[src/rtl/fetch_sequencer.sv]
`default_nettype none
// ============================================================================
//  Module      : fetch_sequencer
//  Description : Owns the program counter and issues single-outstanding
//                instruction fetches. Each returned word is held in a
//                one-entry buffer for decode. Control-transfer redirects
//                from execute are applied using the cp_type next-PC rules.
//  Revision    : 1.0  initial release
// ============================================================================
module fetch_sequencer #(
    parameter logic [31:0] RESET_PC = 32'h0000_0000
) (
    input  logic        clk,
    input  logic        rstn,
    input  logic        start,
    input  logic        halt,
    output logic        imem_req,
    output logic [31:0] imem_addr,
    input  logic        imem_ack,
    input  logic [31:0] imem_data,
    output logic        inst_valid,
    output logic [31:0] inst,
    output logic [31:0] inst_pc,
    input  logic        inst_ready,
    input  logic        ctl_valid,
    input  logic [1:0]  ctl_type,
    input  logic [31:0] ctl_pc,
    input  logic [31:0] ctl_regs,
    input  logic [15:0] ctl_immd,
    input  logic [25:0] ctl_addr,
    output logic [31:0] pc,
    output logic        busy
);

    typedef enum logic [1:0] {
        S_IDLE    = 2'd0,
        S_RUN     = 2'd1,
        S_HALTING = 2'd2,
        S_HALTED  = 2'd3
    } state_t;

    state_t      state_q, state_d;
    logic [31:0] pc_q, pc_d;
    logic        req_q, req_d;
    logic [31:0] addr_q, addr_d;
    logic        valid_q, valid_d;
    logic [31:0] inst_q, inst_d;
    logic [31:0] inst_pc_q, inst_pc_d;
    logic        drop_q, drop_d;
    logic        busy_q, busy_d;

    logic [31:0] w_npc;
    logic        w_ack;
    logic        w_consume;
    logic        w_stopped;
    logic        w_issue;
    logic        w_redir_run;
    logic        w_accept;

    // Redirect target from the control instruction's type and operands
    always_comb begin
        w_npc = ctl_pc + 32'd4;
        case (ctl_type)
            2'b00:   w_npc = ctl_pc + 32'd4;
            2'b01:   w_npc = ctl_regs;
            2'b10:   w_npc = {ctl_pc[31:26], ctl_addr};
            default: w_npc = ctl_pc + {16'b0, ctl_immd};
        endcase
    end

    // An ack only counts while our request is actually on the bus
    assign w_ack       = imem_ack & req_q;
    assign w_consume   = valid_q & inst_ready;
    assign w_stopped   = (state_q == S_IDLE) || (state_q == S_HALTED);
    // A start pulse issues the first fetch in the same cycle it is seen;
    // a halt pulse in RUN suppresses any further issue immediately.
    assign w_issue     = (((state_q == S_RUN) && !halt) || (w_stopped && start))
                         && !req_q && !imem_ack && (!valid_q || w_consume);
    // Pipeline-flushing effects of a redirect only apply while running;
    // otherwise a redirect just retargets the pc.
    assign w_redir_run = ctl_valid && (state_q == S_RUN);
    assign w_accept    = w_ack && !drop_q && !w_redir_run;

    // Next-state: control FSM, pc, request channel and output buffer
    always_comb begin
        state_d   = state_q;
        pc_d      = pc_q;
        req_d     = req_q;
        addr_d    = addr_q;
        valid_d   = valid_q;
        inst_d    = inst_q;
        inst_pc_d = inst_pc_q;
        drop_d    = drop_q;

        case (state_q)
            S_IDLE, S_HALTED: if (start) state_d = S_RUN;
            S_RUN:            if (halt)  state_d = S_HALTING;
            S_HALTING:        if (!req_q || w_ack) state_d = S_HALTED;
            default:          state_d = S_IDLE;
        endcase

        if (ctl_valid) begin
            pc_d = w_npc;
        end else if (w_ack && !drop_q) begin
            pc_d = pc_q + 32'd4;
        end

        // Issue uses the redirect target directly so a same-cycle redirect
        // never launches a wrong-path fetch.
        if (w_issue) begin
            req_d  = 1'b1;
            addr_d = ctl_valid ? w_npc : pc_q;
        end else if (w_ack) begin
            req_d  = 1'b0;
        end

        if (w_ack) begin
            drop_d = 1'b0;
        end else if (w_redir_run && req_q) begin
            drop_d = 1'b1;
        end

        if (w_redir_run) begin
            valid_d = 1'b0;
        end else if (w_accept) begin
            valid_d   = 1'b1;
            inst_d    = imem_data;
            inst_pc_d = addr_q;
        end else if (w_consume) begin
            valid_d = 1'b0;
        end

        busy_d = (state_d == S_RUN) || (state_d == S_HALTING);
    end

    // State registers, asynchronously cleared
    always_ff @(posedge clk or negedge rstn) begin
        if (!rstn) begin
            state_q   <= S_IDLE;
            pc_q      <= RESET_PC;
            req_q     <= 1'b0;
            addr_q    <= RESET_PC;
            valid_q   <= 1'b0;
            inst_q    <= 32'd0;
            inst_pc_q <= 32'd0;
            drop_q    <= 1'b0;
            busy_q    <= 1'b0;
        end else begin
            state_q   <= state_d;
            pc_q      <= pc_d;
            req_q     <= req_d;
            addr_q    <= addr_d;
            valid_q   <= valid_d;
            inst_q    <= inst_d;
            inst_pc_q <= inst_pc_d;
            drop_q    <= drop_d;
            busy_q    <= busy_d;
        end
    end

    assign imem_req   = req_q;
    assign imem_addr  = addr_q;
    assign inst_valid = valid_q;
    assign inst       = inst_q;
    assign inst_pc    = inst_pc_q;
    assign pc         = pc_q;
    assign busy       = busy_q;

endmodule
`default_nettype wire

[config.mk]
export PLATFORM = sky130hd
export DESIGN_NAME = fetch_sequencer
export DESIGN_NICKNAME = d
export VERILOG_FILES = /design/src/rtl/fetch_sequencer.sv
export SDC_FILE = /design/constraint.sdc
export NUM_CORES = 1
export LEC_CHECK = 0
export CORE_MARGIN = 1
export CORE_UTILIZATION = 40
export CTS_CLUSTER_SIZE = 24
export DETAILED_ROUTE_END_ITERATION = 10
export PLACE_DENSITY = 0.82
export SYNTH_ARGS = -nofsm -noshare
export SYNTH_HDL_FRONTEND = slang
export SYNTH_SLANG_ARGS = --single-unit
[constraint.sdc]
create_clock -name clk -period 1.94 [get_ports clk]
set_input_delay 0.388 -clock clk [delete_from_list [all_inputs] [get_ports clk]]
set_output_delay 0.388 -clock clk [all_outputs]
set_load 0.05 [all_outputs]
### After elaboration in Yosys (flattened, before gate mapping)

Cells that the tools add are included.

| word-level totals | value |
|---|---|
| flip-flop bits (word level) | 134 |

| operators by class | value |
|---|---|
| add/subtract/negate cells | 3 |
| equal/unequal tests | 7 |
| multiplexer cells | 15 |
| bitwise logic cells | 3 |
| reductions and logical operators | 28 |

Operators by type and width:

| operator | count |
|---|---|
| 32-bit two-way mux | 3 |
| 32-bit one-hot mux with 3 select lines | 1 |
| 32-bit by 3-bit adder with 32-bit output, second input constant | 2 |
| 32-bit by 16-bit adder with 32-bit output | 1 |
| 1-bit logical AND | 9 |
| 2-bit equality test, second input constant | 4 |
| 1-bit two-way mux | 7 |
| 2-bit by 1-bit equality test with 1-bit output, second input constant | 3 |
| 1-bit logical NOT | 6 |
| 2-bit two-way mux | 3 |
| 2-bit one-hot mux with 3 select lines | 1 |
| 2-bit nonzero test | 3 |
| 1-bit logical OR | 5 |
| 2-bit logical NOT | 2 |
| 3-bit nonzero test | 1 |
| 1-bit AND | 2 |
| 2-bit AND reduction | 1 |
| 2-bit OR reduction | 1 |
| 1-bit NOT | 1 |

### Longest topological paths before layout

Gate-level depths: netlist of the first run.

| logic depth | value |
|---|---|
| depth after elaboration | 8 |
| mapped depth | 11 |
| depth with buffers taken out | 11 |

### Worst setup path after synthesis of the first run

OpenSTA, ideal clock, no wires.

| timing path | value |
|---|---|
| kind | input to register |
| start point | input port ctl_pc[0] |
| end point | register addr_q[26] (netlist: imem_addr[26]) |
| library setup time | 134 ps |
| arrival | 2,484 ps |
| required time | 1,806 ps |
| setup slack | -678 ps |
| cell stages on the path | 11 |
| path buffers | 0 |
| cell sequence | ha_1 > inv_1 > fa_1 > nor2b_1 > o2111ai_1 > nand4_1 > nand3_1 > nand2_1 > mux2_2 > a221oi_1 > o31ai_1 |

| between the ends | value |
|---|---|
| longest elaborated chain between the ends | 3 |

Ends and longest elaborated chain:

| what | line | source |
|---|---|---|
| start: declaration | 27 | `input logic [31:0] ctl_pc,` |
| 32-bit by 16-bit adder with 32-bit output or 32-bit by 3-bit adder with 32-bit output (tied branches) | 67, 64 |  |
| 32-bit one-hot mux with 3 select lines * | 63 | `case (ctl_type)` |
| 32-bit two-way mux * | 112 | `addr_d = ctl_valid ? w_npc : pc_q;` |
| end signal: assignment | 152 | `addr_q <= addr_d;` |
| end: declaration | 45 | `logic [31:0] addr_q, addr_d;` |

Mark *: on every way between the ends. The rest lies on a longest branch, timed or not.
A chain may end at the register's enable or synchronous reset.

### Worst setup path in the final report of the first run

| timing path | value |
|---|---|
| start point | input port ctl_immd[0] |
| end point | register addr_q[16] (netlist: imem_addr[16]) |

| between the ends | value |
|---|---|
| longest elaborated chain between the ends | 3 |

Ends and longest elaborated chain:

| what | line | source |
|---|---|---|
| start: declaration | 29 | `input logic [15:0] ctl_immd,` |
| 32-bit by 16-bit adder with 32-bit output | 67 | `default: w_npc = ctl_pc + {16'b0, ctl_immd};` |
| 32-bit one-hot mux with 3 select lines | 63 |  |
| 32-bit two-way mux | 112 |  |

Every way passes these cells.

==> summary.md, run 1 <==
| Metric | Value |
|---|---|
| GRT Max-Usage Layer | met2 |
| Row cnt | between 50 and 60 |
| Slew HR | 53.8% |
| Clock-pin slew on the worst setup and hold paths | 0.06 ns |
| Initial antenna violation count | 0 |
| Setup ws final | -0.314 ns |
| Die area | 21300 µm² |
| Synth cell types | 68 |
| Fin crit period | roughly 2.3 ns |
| Post-Syn Nets | 1052 |
| Net count, final | 1541 |
| Maximum root-to-sink buffer count | 2 |
| Total of max-cap violations | 0 |
| GR Util met1 | 38.6% |
| M2 GR Usage | 50.4% |
| Sink Count | ~130 |
| Worst-Margin Slew | between 0.6 and 0.7 ns |
| PortBufs | 277 |
| TNS Setup | -7.04 ns |
| Setup Skew | between 0.009 and 0.01 ns |
| CP required | 2.27 ns |
| DP HPWL | 23700 µm |
| Layout cells sized above 1 | 45.7% |
| Max IR drop VDD | 829 µV |
| Grt ovf | 0 |
| Met3 Resource Use GR | between 4 and 5% |
| RSZ-0062 raised after global routing | yes |
| Pins Over Slew Limit | 0 |
| WHS Path Cells | 3 |
| Ant diodes | 0 |
| GRT Util Overall | 29.9% |
| Number of flops mapped to enable cells by yosys | 0 |
| Tcrit/Tclk final | 116% |
| Reg2reg path depth | 6 |
| Ys flop type | dfrtp_1 |
| Final Util | 72.5% |
| FF+latch count, synth | 134 |
| Final RePlAce weighted congestion | a little over 0.9 |
| Final Power | 0.0183 W |
| First-pass GRT wire length | 50100 µm |
| Non-Filler Instances | 1656 |
| Die Span Y | 146 µm |
| Kind of critical path | primary input to flop |
| Die width | ~150 µm |
| Top cells by count, synth | 134 x dfrtp_1, 76 x nor2_1, 73 x nand2_1 |
| Sequential fraction of the synthesis area | 40.4% |
| Initial Util | between 40% and 50% |
| Flop2flop setup slack | -0.19 ns |
| Fmax | 444 MHz |
| Clk_lat worst skew | 0.41 ns |
| Critical Path AT | 2.58 ns |
| Std-Cell Core Area | 20300 µm² |
| Drt first pass iters | 5 |
| Clock root cell | clkbuf_16 |
| Pin count of the biggest net entering global routing | 46 |
| Vias in the first global route | 9221 |
| Crit-path max FO | 3 |
| Multi-input logic area | 5870 µm² |
| Drt drc | 0 |
| Area share of the largest cell type after synthesis | 40.4% |
| Synth warn | 0 |
| Most common cell in the netlist | dfrtp_1 |
| Final WL | 33900 µm |
| Asr flop ratio synth | 100% |
| CTS tree | built |
| Wire per inst | 20.5 µm |
| Post-Place Setup Slack | -1.23 ns |
| Routed Antenna Nets | 0 |
| Placed cells | 1577 |
| Synth area leaders | dfrtp_1 40%, mux2_2 9.5%, a21oi_1 4.2%, nor2_1 3.4%, nand2_1 3.3% |
| Final Hold Fails | 0 |
| Power density cells | about 1200 nW/µm² |
| Post-Syn Area | 8300 µm² |
| Avg Cell Area, Syn | about 9.4 µm² |
| Starting DRC count in detailed routing | about 740 |
| Synth area leader | dfrtp_1 |
| Outcome | finished with violations |
| H-tree lvl count | 4 |
| Worst Hold Class | primary input to flop |
| Failing checks | setup timing |
| Routed via count | 9400 |
| Cells after synthesis | 884 |
| Boundary Pins | 278 |
| Vias per cell | 5.68 |
| Layout area overhead | 77.3% |
| Register area | about 3400 µm² |
| Kind of launch point of the worst setup path | primary input |
| Critical Path End Type | flop |
| Final setup viols | 50 |
| Leakage | 6.55 nW |
| TritonCTS Buffers | 17 |
| Filler cells | 1384 |
-- where the power goes --
part / switching, W / internal (W)
logic: 0.00661 / 0.00383
clock network: 0.00118 / 0.00189
registers: 0.000843 / 0.00394
total: 0.00863 / 0.00966
-- flip-flops by register name, summed over array words and instances, names as in the netlist --
name / cells
inst_valid: 1
pc: 32
busy: 1
imem_req: 1
state_q: 2
inst_pc: 32
drop_q: 1
imem_addr: 32
inst: 32
-- routing by layer --
layer	routed length, µm	part of all wire, %
met1	13700	40
met2	16600	49
met3	2500	7.4
met4	1140	3.3
met5	0	0
-- cell type report --
type	instances	share of cell area, %
clock inverters	8	0.493
clock buffers	24	3.34
multi-input cells	677	39.9
repair buffers	521	30.6
inverters	22	0.578
flip-flops and latches	134	22.8
well taps	270	2.30
-- cell usage in the layout (no fill, tap or decap), types with 18 or more instances in the layout --
cell	instances
o21ai_1	22
nand4_1	19
buf_6	21
a21oi_1	34
xnor2_1	27
mux2_2	66
nor2_1	63
clkdlybuf4s50_1	98
dlygate4sd2_1	73
nand2_1	54
a21oi_2	25
clkbuf_16	21
o21ai_0	30
xor2_1	30
buf_4	276
buf_2	19
nand3_1	26
inv_1	18
ha_4	19
dfrtp_1	129
-- worst max-delay path, cell delays in order --
cell and delay, ns:
buf_8 0.08, ha_4 0.15, inv_4 0.04, fa_2 0.39, nor2b_4 0.14, o2111ai_2 0.14
nand4_1 0.22, nand3_4 0.12, and2_4 0.17, a221o_1 0.34, a211o_1 0.27, a21oi_1 0.12
-- cell families after synthesis --
kind of cell | share of synthesized area [%]
DFF | 40.4
muxes | 12.4
xor gates and xnor gates | 6.23
adders and majority gates | 3.26
and+or+nand+nor | 16.7
AOI/OAI and AO/OA | 17.5
buffers and inverters | 3.51
-- stage by stage --
stage               instance area (µm²)  hold WS (ns)
floorplan                          8530        0.0924
global placement                  12800         0.342
detailed placement                12800         0.343
CTS                               14100         0.408
global route                      14700         0.438
finish                            14700         0.442
-- path summary, 6_finish.rpt --
kind                                   from            end
max in group asynchronous              rstn  imem_addr[31]
worst min register to register  inst_pc[18]    inst_pc[18]
min in group asynchronous              rstn    inst_pc[25]
worst max register to register   state_q[1]  imem_addr[28]
worst min-delay path               imem_ack         drop_q
worst max-delay path            ctl_immd[0]  imem_addr[16]
-- repair_timing --
| action | in CTS | in global routing |
|---|---|---|
| endpoints found under the setup margin | 127 | 65 |
| gates resized for setup | 298 | 133 |
| gates cloned | 1 | 6 |
| setup buffers | 36 | 9 |
| hold buffers | 1 | 0 |
| pin swaps | 98 | 81 |
| hold endpoints to repair | 37 | 0 |
(Power assumes the default switching activity.)
==> run 2: changes to the inputs <==
--- a/config.mk
+++ b/config.mk
@@ -9,6 +9,7 @@
 export CORE_UTILIZATION = 40
 export CTS_CLUSTER_SIZE = 24
 export DETAILED_ROUTE_END_ITERATION = 10
+export GPL_TIMING_DRIVEN = 0
 export PLACE_DENSITY = 0.82
 export SYNTH_ARGS = -nofsm -noshare
 export SYNTH_HDL_FRONTEND = slang
==> run 2 against run 1 <==
Effect of this change:
- via count fell by 5.8%
- count of clock-buffer cells in the layout fell by 6
- clock power rose by 11%
- the flow still finishes with violations (setup timing)
- fmax fell by 2.8%
==> summary.md, run 2 (same netlist as run 1, synthesis figures left out) <==
| Metric | Value |
|---|---|
| Non-Filler Instances | 1533 (-7.4%) |
| Crit path max-delay cell type | fa_2 |
| Drt drc | 0 (unchanged) |
| Pins Over Slew Limit | 0 (unchanged) |
| Total of max-cap violations | 0 (unchanged) |
| Placed cell areas | 11600 µm² (-9.5%) |
| Crit path buffers/inverters | 2 (unchanged) |
| Critical Path Stages | 12 (unchanged) |
| Net count, final | 1418 (-8.0%) |
| Leakage | 5.99 nW (-8.6%) |
| PortBufs | 271 (-2.2%) |
| Ant diodes | 0 (unchanged) |
| Critical Path AT | 2.61 ns (+0.03 ns) |
| Worst-Margin Slew | 0.635 ns (-0.0548 ns) |
| Highest-count cells in the layout ignoring fill and taps | 137 x dlygate4sd2_1, 129 x dfrtp_1, 96 x clkdlybuf4s50_1 |
| Initial Util | 40.9% (unchanged) |
| Worst hold margin | 0.464 ns (+0.0214 ns) |
| Final Hold Fails | 0 (unchanged) |
| Final RePlAce weighted congestion | 0.920 (about the same) |
| Fmax | 431 MHz (-2.8%) |
| Failing checks | setup timing |
| TritonCTS Buffers | 17 (unchanged) |
| Family with the most delay on the worst path | simple AND/OR/NAND/NOR gates |
| Slew HR | 57.7% (+3.8 points) |
| Crit. Startpoint | ctl_immd[0] |
| Row cnt | 52 (unchanged) |
| CP cell instances | buf_6 > ha_4 > inv_2 > fa_2 > nor2b_4 > o2111ai_2 > nand4_1 > nand3_2 > nand2_4 > mux2_4 > a221oi_4 > o31ai_2 |
| CTS tree | built |
| Final WL | 32500 µm (-4.2%) |
| Clk_lat worst skew | 0.42 ns (about the same) |
| Boundary Pins | 278 (unchanged) |
| Commonest non-fill, non-tap cell in the layout | dlygate4sd2_1 |
| Initial antenna violation count | 0 (unchanged) |
| Critical Path End Type | flop |
| Placed cells | 1426 (-9.6%) |
| Fin crit period | 2.32 ns (+0.0645 ns) |
| Clock root cell | clkbuf_16 |
| Final setup viols | 54 (+8.0%) |
| Worst r2r dst | pc[31] |
| Vias in the first global route | 8820 (-4.3%) |
| Critical Path End | imem_addr[26] |
| Kind of launch point of the worst setup path | primary input |
| Max IR drop VDD | 826 µV (-0.32%) |
| Worst r2r src | imem_req |
| First-pass GRT wire length | 49500 µm (-1.3%) |
| Routed via count | 8853 (-5.8%) |
| Drt first pass iters | 6 (+1) |
| RSZ-0062 raised after global routing | yes |
| Power density cells | 1310 nW/µm² (+5.7%) |
| Outcome | finished with violations |
| Setup Skew | 0.00937 ns (+0.000266 ns) |
| H-tree lvl count | 4 (unchanged) |
| Layout area overhead | 67.4% |
| Die Span Y | 146 µm (unchanged) |
| Final Util | 68.4% (-4.0 points) |
| Kind of critical path | primary input to flop |
| Tcrit/Tclk final | 120% (+3.3 points) |
| Die width | 146 µm (unchanged) |
| Crit-path max FO | 5 (+2) |
| Vias per cell | 5.77 (+1.7%) |
| Crit path largest cell delay | 0.36 ns (-0.03 ns) |
| Routed Antenna Nets | 0 (unchanged) |
| Final Power | 0.0183 W (-0.15%) |
| CP required | 2.23 ns (-0.04 ns) |
| Worst Hold Class | primary input to flop |
| Maximum root-to-sink buffer count | 2 (unchanged) |
| Layout cells sized above 1 | 35.3% (-10 points) |
| DP HPWL | 22500 µm (-5.0%) |
| GRT Util Overall | 30.1% (+0.19 points) |
| Reg2reg path depth | 8 (+2) |
| Design area | 13900 µm² (-5.6%) |
| Wire per inst | 21.2 µm (+3.5%) |
| Pin count of the biggest net entering global routing | 83 (+80%) |
| Grt ovf | 0 (unchanged) |
| Starting DRC count in detailed routing | 667 (-10%) |
| Setup ws final | -0.379 ns (-0.0645 ns) |
| Flop2flop setup slack | -0.15 ns (+0.04 ns) |
| Die area | 21300 µm² (unchanged) |
| Std-Cell Core Area | 20300 µm² (unchanged) |
| Sink Count | 134 (unchanged) |
| Clock-pin slew on the worst setup and hold paths | 0.06 ns (about the same) |
run 2: cell count changes in the layout (fill, tap and decap cells not counted), sizes merged, moves of 3 or more:
cell           previous run  this run
bufinv                    1         4
clkbuf                   37        55
dlymetal6s2s              8         4
dlygate4sd2              73       137
clkdlybuf4s15             2        10
buf                     326       113
inv                      22        26
run 2: worst min-delay path by stage:
stage                    from       end  slack [ns]  cells after the start
floorplan                rstn      busy        0.09                      0
global placement      inst[9]   inst[9]        0.48                      1
detailed placement       rstn  inst[16]        0.38                      1
CTS                  imem_ack    drop_q        0.42                      2
global route        ctl_pc[0]     pc[0]        0.46                      3
finish              ctl_pc[0]     pc[0]        0.46                      3
run 2: worst min-delay path, stage by stage:
cell	delay, ns
buf_6	0.08
mux4_2	0.22
mux2_2	0.16
run 2: final cells by class:
cell class,count,area [µm²]
fill,1544,6410
multi-input combinational,677,5810
sequential,134,3360
timing repair buffer,352,3250
clock buffer,18,429
buffer,46,415
tap,270,338
clock inverter,14,198
inverter,22,82.6
run 2: metrics by stage:
stage | setup TNS, ns | setup slack [ns]
after floorplan | -8.97 | -0.441
after global placement | -763.79 | -5.28
after detailed placement | -125.41 | -1.61
after CTS | -8.63 | -0.317
after global routing | -11.98 | -0.409
final | -9.04 | -0.379
run 2: report_power, final:
| part | internal (W) | switching, W |
|---|---|---|
| clock | 0.00216 | 0.00125 |
| sequential | 0.00394 | 0.000832 |
| combinational | 0.00358 | 0.00650 |
run 2: what timing repair did:
action | 4_1_cts | 5_1_grt
buffers inserted | 50 | 28
endpoints found under the setup margin | 256 | 125
cloned | 5 | 0
pin swaps | 75 | 81
hold buffers | 1 | 0
gates resized for setup | 427 | 156
endpoints found under the hold margin | 52 | 0
run 2: layer usage:
metal  part of all wire, %  global-route usage [%]
met1                    39                    36.0
met5                     0                       0
met4                   4.0                    13.9
met3                   7.5                    5.94
met2                    49                    52.1
==> run 3: changes to the inputs <==
--- a/config.mk
+++ b/config.mk
@@ -10,7 +10,7 @@
 export CTS_CLUSTER_SIZE = 24
 export DETAILED_ROUTE_END_ITERATION = 10
 export GPL_TIMING_DRIVEN = 0
-export PLACE_DENSITY = 0.82
+export PLACE_DENSITY = 0.8
 export SYNTH_ARGS = -nofsm -noshare
 export SYNTH_HDL_FRONTEND = slang
 export SYNTH_SLANG_ARGS = --single-unit
==> constraint.sdc (replaced) <==
create_clock -name clk -period 2.7 [get_ports clk]
set_input_delay 0.54 -clock clk [delete_from_list [all_inputs] [get_ports clk]]
set_output_delay 0.54 -clock clk [all_outputs]
set_load 0.05 [all_outputs]
==> run 3 against run 2 <==
Effect of this change:
- via count down 5.0%
- the run now ends clean
- wire length down 8.3%
- total power down 32%
- count of clock-buffer cells in the layout unchanged
- non-clock buffer count down 51
- first-iteration DRC count down 19%
- critical path depth down 1
- highest routed layer unchanged
- sequential power down 29%
- combinational power down 32%
==> summary.md, run 3 (same netlist as run 1, synthesis figures left out) <==
| Metric | Value |
|---|---|
| Worst Hold Class | primary input to async pin |
| Pin count of the biggest net entering global routing | 76 (-8.4%) |
| Highest-count cells in the layout ignoring fill and taps | 249 x clkdlybuf4s50_1, 134 x dfrtp_1, 73 x nor2_1 |
| RSZ-0062 raised after global routing | yes |
| Vias in the first global route | 8056 (-8.7%) |
| # hold bufs at CTS | 0 (-1) |
| Total of max-cap violations | 0 (unchanged) |
| CP required | 3.03 ns (+0.80 ns) |
| Drt drc | 0 (unchanged) |
| Die area | 21300 µm² (unchanged) |
| Die width | 146 µm (unchanged) |
| Clock root cell | clkbuf_16 |
| Critical Path End Type | flop |
| Power density cells | 990 nW/µm² (-25%) |
| Crit path max-delay cell type | clkdlybuf4s50_1 |
| Tcrit/Tclk final | 99.0% |
| Design area | 12600 µm² (-9.1%) |
| TritonCTS Buffers | 17 (unchanged) |
| Crit path buffers/inverters | 2 (unchanged) |
| Placed cell areas | 11400 µm² (-1.9%) |
| Fin crit period | 2.67 ns |
| Layout area overhead | 52.2% |
| First-pass GRT wire length | 45400 µm (-8.3%) |
| Routed Antenna Nets | 0 (unchanged) |
| Filler cells | 1706 (+10%) |
| Routed via count | 8414 (-5.0%) |
| Clk_lat worst skew | 0.42 ns (about the same) |
| Final Hold Fails | 0 (unchanged) |
| Final WL | 29800 µm (-8.3%) |
| Family with the most delay on the worst path | compound AO/OA/AOI/OAI gates |
| Setup Skew | 0.0117 ns (+0.00228 ns) |
| DP HPWL | 22600 µm (+0.51%) |
| Std-Cell Core Area | 20300 µm² (unchanged) |
| Final setup viols | 0 (-100%) |
| Wire per inst | 20.1 µm (-5.2%) |
| Boundary Pins | 278 (unchanged) |
| H-tree lvl count | 4 (unchanged) |
| Pins Over Slew Limit | 0 (unchanged) |
| Fmax | between 300 and 400 MHz |
| Crit path largest cell delay | 0.46 ns (+0.10 ns) |
| Final RePlAce weighted congestion | 0.943 (+2.5%) |
| Grt ovf | 0 (unchanged) |
| Max IR drop VDD | 471 µV (-43%) |
| Worst-Margin Slew | 0.755 ns (+0.121 ns) |
| GRT Util Overall | 27.6% (-2.5 points) |
| Row cnt | 52 (unchanged) |
| Kind of critical path | primary input to flop |
| Ant diodes | 0 (unchanged) |
| Final Power | 0.0125 W (-32%) |
| Crit-path max FO | 6 (+1) |
| Initial Util | 40.9% (unchanged) |
| Critical Path AT | 3.00 ns (+0.39 ns) |
| Leakage | 5.20 nW (-13%) |
| Outcome | completed |
| Net count, final | 1367 (-3.6%) |
| Vias per cell | 5.68 (-1.7%) |
| TNS Setup | 0 ns (+9.04 ns) |
| Initial antenna violation count | 0 (unchanged) |
| Starting DRC count in detailed routing | 541 (-19%) |
| CP cell instances | clkdlybuf4s50_1 > ha_4 > o21a_1 > o21ai_0 > a21oi_2 > nand3_2 > and2_4 > o41ai_4 > a221oi_2 > buf_4 > o31ai_2 |
| Layout cells sized above 1 | 19.0% (-16 points) |
| Maximum root-to-sink buffer count | 2 (unchanged) |
| Sink Count | 134 (unchanged) |
| Kind of launch point of the worst setup path | primary input |
| Die Span Y | 146 µm (unchanged) |
| CTS tree | built |
| Commonest non-fill, non-tap cell in the layout | clkdlybuf4s50_1 |
| PortBufs | 271 (unchanged) |
| Slew HR | 49.5% (-8.2 points) |
| Drt first pass iters | 5 (-1) |
| Clock-pin slew on the worst setup and hold paths | 0.07 ns (about the same) |
run 3: cell count changes in the layout (fill, tap and decap cells not counted), moves of 20 or more:
cell and delta:
buf_4 -31, clkdlybuf4s50_1 +153, a21oi_1 +24, dlygate4sd2_1 -129
buf_6 -29, o21ai_0 +24, a21oi_2 -20
run 3: final timing paths:
kind,startpoint,end,cells after the start,slack (ns)
worst max-delay path,ctl_immd[7],imem_addr[30],11,0.03
worst max register to register,state_q[0],imem_addr[3],7,0.19
worst min-delay path,rstn,inst_pc[9],1,0.13
worst min register to register,inst_pc[25],inst_pc[25],1,0.50
max in group asynchronous,rstn,imem_addr[22],2,1.80
min in group clk,inst_pc[25],inst_pc[25],1,0.50
run 3: layer usage:
metal | vias up | track usage (%) | part of all wire [%]
met5 | - | 0 | 0
li1 | 3870 | - | -
met2 | 432 | 46.9 | 49
met4 | 0 | 8.39 | 2.1
met1 | 4066 | 36.0 | 41
met3 | 46 | 4.63 | 7.6
run 3: layout make-up:
cell class                 count  area, µm²  share of cell area, %
sequential                   134       3350                   26.6
clock inverter                14        135                   1.07
buffer                        50        239                   1.89
inverter                      22       82.6                  0.654
tap                          270        338                   2.68
timing repair buffer         297       2940                   23.3
multi-input combinational    677       5100                   40.4
clock buffer                  18        439                   3.48
run 3: worst reg2reg max path, stage by stage (launching register included):
cell      delay [ns]
dfrtp_1         0.42
ha_1            0.26
nor2b_1         0.16
a21oi_1         0.26
or4_1           0.22
clkbuf_1        0.39
clkbuf_1        0.47
o21ai_0         0.18
run 3: power breakdown:
| part | switching [W] | internal, W |
|---|---|---|
| Sequential | 0.000588 | 0.00283 |
| Combinational | 0.00433 | 0.00252 |
| Clock | 0.000927 | 0.00131 |
run 3: stage by stage:
| stage | setup slack (ns) | hold WS (ns) | std cells | utilization [%] |
|---|---|---|---|---|
| 2_1_floorplan | 0.0304 | 0.244 | 884 | - |
| 3_3_place_gp | -4.19 | 0.485 | 1425 | 55.9 |
| 3_5_place_dp | -1.08 | 0.492 | 1426 | 56.1 |
| 4_1_cts | 0.000438 | 0.162 | 1468 | 60.6 |
| 5_1_grt | -0.0387 | 0.172 | 1482 | 62.2 |
| 6_report | 0.0278 | 0.128 | 1482 | 62.2 |
run 3: timing repair:
item	in CTS	in global routing
endpoints found under the setup margin	58	42
gates cloned	0	0
pin swaps	24	24
resized for setup	70	58
endpoints found under the hold margin	0	0
buffers inserted	10	15
